==> src/rtl/fade_pkg.sv <==
// rtl/fade_pkg.sv - shared state type and helpers for the multi-channel LED fader
package fade_pkg;

  typedef enum logic [2:0] {
    DELAY,
    RISE,
    HOLD_ON,
    FALL,
    HOLD_OFF
  } fade_state_t;

  // Duty increment applied on every ramp tick
  function automatic int level_step(input int interval, input int steps);
    return interval / steps;
  endfunction

  // Largest of three values, used to size the per-channel tick counter
  function automatic int max3(input int a, input int b, input int c);
    int m;
    m = a;
    if (b > m) m = b;
    if (c > m) m = c;
    return m;
  endfunction

endpackage

==> src/rtl/fade_channel.sv <==
// rtl/fade_channel.sv - one fader channel: ramp/hold FSM, duty level and PWM compare
module fade_channel
  import fade_pkg::*;
#(
  parameter int PWM_INTERVAL = 1200,
  parameter int STEPS        = 200,
  parameter int HOLD_STEPS   = 200,
  parameter int DELAY_STEPS  = 0,
  parameter int LEVEL_STEP   = 6,
  parameter int LW           = 11,
  parameter int SCW          = 9
) (
  input  logic          clk,
  input  logic          rst,
  input  logic          tick,
  input  logic [LW-1:0] pwm_cnt,
  output logic [LW-1:0] level,
  output logic          pwm_out,
  output logic          wrap_out
);

  localparam logic [LW-1:0]  STEP_L     = LW'(LEVEL_STEP);
  localparam logic [LW-1:0]  FULL_L     = LW'(PWM_INTERVAL);
  localparam logic [SCW-1:0] RAMP_LAST  = SCW'(STEPS - 1);
  localparam logic [SCW-1:0] HOLD_LAST  = SCW'(HOLD_STEPS - 1);
  localparam logic [SCW-1:0] DELAY_LAST = SCW'((DELAY_STEPS > 0) ? DELAY_STEPS - 1 : 0);
  localparam fade_state_t    START      = (DELAY_STEPS > 0) ? DELAY : RISE;

  fade_state_t    state_q, state_d;
  logic [SCW-1:0] sc_q, sc_d;
  logic [LW-1:0]  level_d;
  logic           wrap_d;

  // Next state, tick count and level; nothing moves except on a tick
  always_comb begin
    state_d = state_q;
    sc_d    = sc_q;
    level_d = level;
    wrap_d  = 1'b0;
    if (tick) begin
      sc_d = sc_q + 1'b1;
      case (state_q)
        DELAY: begin
          if (sc_q == DELAY_LAST) begin
            state_d = RISE;
            sc_d    = '0;
          end
        end
        RISE: begin
          if (sc_q == RAMP_LAST) begin
            level_d = FULL_L;
            state_d = HOLD_ON;
            sc_d    = '0;
          end else begin
            level_d = level + STEP_L;
          end
        end
        HOLD_ON: begin
          if (sc_q == HOLD_LAST) begin
            state_d = FALL;
            sc_d    = '0;
          end
        end
        FALL: begin
          if (sc_q == RAMP_LAST) begin
            level_d = '0;
            state_d = HOLD_OFF;
            sc_d    = '0;
          end else begin
            level_d = level - STEP_L;
          end
        end
        HOLD_OFF: begin
          if (sc_q == HOLD_LAST) begin
            state_d = RISE;
            sc_d    = '0;
            wrap_d  = 1'b1;
          end
        end
        default: begin
          state_d = START;
          sc_d    = '0;
        end
      endcase
    end
  end

  // State registers plus the registered duty compare against the shared PWM counter
  always_ff @(posedge clk) begin
    if (rst) begin
      state_q  <= START;
      sc_q     <= '0;
      level    <= '0;
      pwm_out  <= 1'b0;
      wrap_out <= 1'b0;
    end else begin
      state_q  <= state_d;
      sc_q     <= sc_d;
      level    <= level_d;
      pwm_out  <= (pwm_cnt < level);
      wrap_out <= wrap_d;
    end
  end

endmodule

==> src/rtl/fade_multi.sv <==
// rtl/fade_multi.sv - staggered multi-channel LED fader with shared prescaler and PWM counter
module fade_multi
  import fade_pkg::*;
#(
  parameter int   NUM_CH        = 3,
  parameter int   PWM_INTERVAL  = 1200,
  parameter int   STEP_INTERVAL = 12000,
  parameter int   STEPS         = 200,
  parameter int   HOLD_STEPS    = 200,
  parameter int   PHASE_STEPS   = 133,
  localparam int  LW            = $clog2(PWM_INTERVAL + 1)
) (
  input  logic                 clk,
  input  logic                 rst,
  input  logic                 en,
  output logic [NUM_CH*LW-1:0] level,
  output logic [NUM_CH-1:0]    pwm_out,
  output logic                 wrap
);

  localparam int LEVEL_STEP = level_step(PWM_INTERVAL, STEPS);
  localparam int SCW = $clog2(max3(STEPS, HOLD_STEPS, (NUM_CH - 1) * PHASE_STEPS) + 1);
  localparam int PW  = $clog2(STEP_INTERVAL + 1);
  localparam logic [PW-1:0] PRESC_LAST = PW'(STEP_INTERVAL - 1);
  localparam logic [LW-1:0] PWM_LAST   = LW'(PWM_INTERVAL - 1);

  logic [PW-1:0]     presc;
  logic [LW-1:0]     pwm_cnt;
  logic              tick;
  logic [NUM_CH-1:0] wrap_vec;
  logic              unused_wrap;

  assign tick = en && (presc == PRESC_LAST);

  // Step prescaler; freezes with en low so no tick is lost or duplicated
  always_ff @(posedge clk) begin
    if (rst) begin
      presc <= '0;
    end else if (en) begin
      presc <= (presc == PRESC_LAST) ? '0 : presc + 1'b1;
    end
  end

  // Free-running PWM period counter shared by all channels
  always_ff @(posedge clk) begin
    if (rst) begin
      pwm_cnt <= '0;
    end else begin
      pwm_cnt <= (pwm_cnt == PWM_LAST) ? '0 : pwm_cnt + 1'b1;
    end
  end

  for (genvar i = 0; i < NUM_CH; i++) begin : g_ch
    fade_channel #(
      .PWM_INTERVAL (PWM_INTERVAL),
      .STEPS        (STEPS),
      .HOLD_STEPS   (HOLD_STEPS),
      .DELAY_STEPS  (i * PHASE_STEPS),
      .LEVEL_STEP   (LEVEL_STEP),
      .LW           (LW),
      .SCW          (SCW)
    ) u_ch (
      .clk      (clk),
      .rst      (rst),
      .tick     (tick),
      .pwm_cnt  (pwm_cnt),
      .level    (level[i*LW +: LW]),
      .pwm_out  (pwm_out[i]),
      .wrap_out (wrap_vec[i])
    );
  end

  // Only channel 0 marks the cycle boundary
  assign wrap        = wrap_vec[0];
  assign unused_wrap = ^wrap_vec;

endmodule

==> config.mk <==
export PLATFORM = sky130hd
export DESIGN_NAME = fade_multi
export DESIGN_NICKNAME = d
export VERILOG_FILES = /design/src/rtl/fade_pkg.sv /design/src/rtl/fade_channel.sv /design/src/rtl/fade_multi.sv
export SDC_FILE = /design/constraint.sdc
export NUM_CORES = 1
export LEC_CHECK = 0
export ABC_AREA = 1
export CAP_MARGIN = 40
export CORE_MARGIN = 4
export CORE_UTILIZATION = 54
export CTS_CLUSTER_SIZE = 24
export DETAILED_ROUTE_END_ITERATION = 10
export PLACE_DENSITY = 0.74
export SYNTH_ARGS = -nofsm -noshare
export SYNTH_HDL_FRONTEND = slang
export SYNTH_SLANG_ARGS = --single-unit
==> constraint.sdc <==
create_clock -name clk -period 2.15 [get_ports clk]
set_input_delay 0.43 -clock clk [delete_from_list [all_inputs] [get_ports clk]]
set_output_delay 0.43 -clock clk [all_outputs]
set_load 0.05 [all_outputs]
==> impl_metrics.yaml <==
worst_setup_path:
  cp.arrival_ps: 1650
  worstPathCellList: "clkdlybuf4s50_1"
  critPathTopFamily: "buffers and inverters"
  cp.required_ps: 1720
  cp_slowest_cell: "clkdlybuf4s50_1"
  crit_type: "flop to output pin"
  rr_startpoint: "presc[0]$_SDFFE_PP0P_"
  r2r_slack_ps: 300
  worst_setup_path_start_kind: "flop"
  crit_path_max_incr_delay_ps: 850
  worstRegToRegCells: 10
  path_buf_inv: 1
  reg2reg_to: "g_ch[2].u_ch.level[5]$_SDFFE_PP0P_"
  end_kind: "output pin"
  path_max_fanout: 5
floorplan:
  ios: 40
  dieArea_sq_um: 13900
  fp.coreArea_sq_um: 11600
  die_x_um: 118
  start_util: 0.562
  die_h_um: 118
  rows: 39
status:
  status: "complete, no violations"
global_routing:
  grt.total_usage: 0.234
  grt_first_pass_wirelength_mm: 27.4
  overflow: 0
  grt_pass1_vias: 5992
  antenna_found_initial: 0
  grt_max_degree: 17
sta:
  fin_crit_ps: 2080
  rsz0062_at_grt: "no"
  fin_ws_ps: 71.4
  maxSlewViolCount: 0
  hold_slack_ps: 447
  tightest_slew_ps: 560
  max_freq_mhz: 481
  skew_ps: 9.38
  maxSlewHeadroom: 0.626
  fin_tns_setup_ps: 0
  timing.final.crit_share: 0.967
  hold_viol: 0
  setup_viol_count_final: 0
synthesis:
  ys_warn_count: 0
  synth_seq_cells: 95
  muxShareOfSynthArea: 0
  synthDistinctLibCells: 43
  synthAdderAreaFrac: 0.0844
  netlist_area_sq_um: 6520
  yosys.area_share.simple: 0.385
  syn_inst: 1016
  synth_top_family_by_area: "simple AND/OR/NAND/NOR gates"
  yosysTopAreaCell: "dfxtp_1"
  ys_top_cells_by_area: "dfxtp_1 29%, nand2_1 14%, ha_1 8.4%, nor2_1 8.3%, inv_1 7.5%"
  postSynthAreaPerCell_sq_um: 6.42
  synth-compound-area-share: 0.109
  synth_xor_area_frac: 0.0269
  synth_top_area_frac: 0.292
  seq_area_frac_synth: 0.292
placement:
  dp_hpwl_mm: 12.1
  place_ws_ps: 50.3
  port_buffers: 36
  dp.cells: 1205
  gp_congestion: 0.912
cts:
  htree_levels: 3
  path_clk_slew_ps: 70
  clk_latency_ps: 360
  cts.path.max_buffers: 2
  root_buffer: "clkbuf_16"
  tritoncts: "built"
  cts_inserted_buffers: 9
  clock_sinks: 95
drt:
  wl_per_cell_um: 13.3
  first_iter_violations: 466
  viasPerCell: 5.33
  antenna_left: 0
  drt-pass1-iter-count: 6
  route.detailed.drc: 0
  wl_mm: 16.2
  vias: 6499
cells_and_area:
  drive_above_1_share: 0.0836
  multiInputGateArea_sq_um: 3960
  final_nets: 1120
  final_core_util: 0.641
  fin_cells: 1220
  seq_area_sq_um: 1900
  diodes: 0
  syn_to_final_growth_pct: 14.1
  fillCellCount: 1104
worst_hold_path:
  min-delay-start: "pwm_cnt[0]$_SDFF_PP0_"
  hold_class: "flop to flop"
  worstHoldEndpoint: "pwm_cnt[0]$_SDFF_PP0_"
  holdPathStages: 1
power_and_ir_drop:
  leakage_nw: 3.40
  ir_worst_vdd_uv: 347
  p_per_area_nw_per_um2: 474
job:
  maxCapViolations: 0
==> synthesized netlist by cell type <==
cell / instances
nor2_4: 5
nor4_1: 2
o21a_1: 4
nor2_1: 145
nor3b_1: 3
nand3_2: 4
nand3_1: 88
o21ai_1: 5
o21bai_1: 1
o21ai_0: 48
nand2_4: 1
a31oi_1: 1
inv_1: 131
dfxtp_1: 95
and2_1: 3
o221a_2: 1
o31ai_1: 3
a21oi_2: 4
nand4_1: 20
conb_1: 1
buf_8: 2
nor2_2: 9
nand2_2: 9
nand2_1: 246
clkbuf_1: 7
xnor2_1: 6
or2_2: 3
o22ai_1: 1
nor2_8: 1
a211oi_1: 3
inv_2: 9
or2_1: 1
o211ai_1: 5
xor2_1: 14
a21oi_1: 51
nor3_2: 1
nor3_1: 24
buf_6: 2
nand3b_1: 2
buf_4: 9
o31a_1: 1
ha_1: 44
nand4_2: 1
==> worst max-delay path by stage <==
stage                                                   from                                  to  slack, ps  depth (start not counted)
final                     g_ch[2].u_ch.level[6]$_SDFFE_PP0P_                           level[28]         70                          1
after global routing      g_ch[2].u_ch.level[1]$_SDFFE_PP0P_                           level[23]         10                          1
after CTS                 g_ch[2].u_ch.level[3]$_SDFFE_PP0P_                           level[25]         20                          1
after detailed placement                                  en  g_ch[2].u_ch.level[3]$_SDFFE_PP0P_         50                          8
after global placement                                    en  g_ch[2].u_ch.level[3]$_SDFFE_PP0P_         60                          8
after floorplan           g_ch[0].u_ch.level[1]$_SDFFE_PP0P_  g_ch[0].u_ch.level[9]$_SDFFE_PP0P_        310                         10
==> layout by cell type, fill, tap and decap left out, types with 3 or more instances in the layout <==
master and instances:
ha_1 44, nor2_1 145, xnor2_1 6, clkbuf_16 9, o21a_1 4, xor2_1 14
nor3b_1 3, a21oi_2 4, nor3_1 24, nand3_1 88, o21ai_1 5, a211oi_1 3
nor2_4 5, nand3_2 4, clkdlybuf4s50_1 33, nand4_1 20, o211ai_1 5, and2_1 3
o31ai_1 3, dfxtp_1 95, a21oi_1 51, inv_2 9, conb_1 3, o21ai_0 48
nand2_1 246, nand2_2 9, inv_1 131, buf_4 27, nor2_2 9, or2_2 3
==> final cells by class <==
type	count	area share
repair buffers	64	0.0804
flip-flops and latches	95	0.256
well taps	143	0.0240
multi-input cells	763	0.532
clock inverters	4	0.00639
clock buffers	11	0.0313
inverters	140	0.0706
==> per-stage QoR <==
step | total power, W | cell area (sq um)
after floorplan | 0.00194 | 6530
after global placement | 0.00198 | 7150
after detailed placement | 0.00198 | 7150
after CTS | 0.00355 | 7430
after global routing | 0.00366 | 7440
final | 0.00352 | 7440
==> flip-flops by register name, indices dropped and copies added (netlist names) <==
name / cells
g_ch.u_ch.level: 30
g_ch.u_ch.wrap_out: 1
presc: 14
g_ch.u_ch.sc_q: 27
pwm_cnt: 11
g_ch.u_ch.state_q: 9
g_ch.u_ch.pwm_out: 3
==> logic make-up (layout without fill, tap and decap cells) <==
logic type | after synthesis | after routing
other | 1 | 3
adder cells (fa/ha/maj) | 44 | 44
AND/OR/NAND/NOR | 568 | 568
flip-flops | 95 | 95
XOR/XNOR | 20 | 20
buffers and inverters | 160 | 219
AO/OA/AOI/OAI | 128 | 128
==> timing repair <==
item	in CTS	in global routing
setup buffers	0	0
gates resized for setup	0	2
hold buffers	0	0
setup endpoints to repair	0	2
==> layer usage <==
| layer | global-route usage | share of wire |
|---|---|---|
| met4 | 0.0938 | 0.022 |
| met1 | 0.311 | 0.48 |
| met3 | 0.0375 | 0.043 |
| met2 | 0.379 | 0.45 |
| met5 | 0 | 0 |
==> report_power, final <==
part           total, W  switching (W)  internal [W]
clock           0.00158       0.000691      0.000893
combinational  0.000156       0.000100     0.0000556
sequential      0.00179      0.0000128       0.00177
No activity file was read; power rests on OpenSTA's default activity.
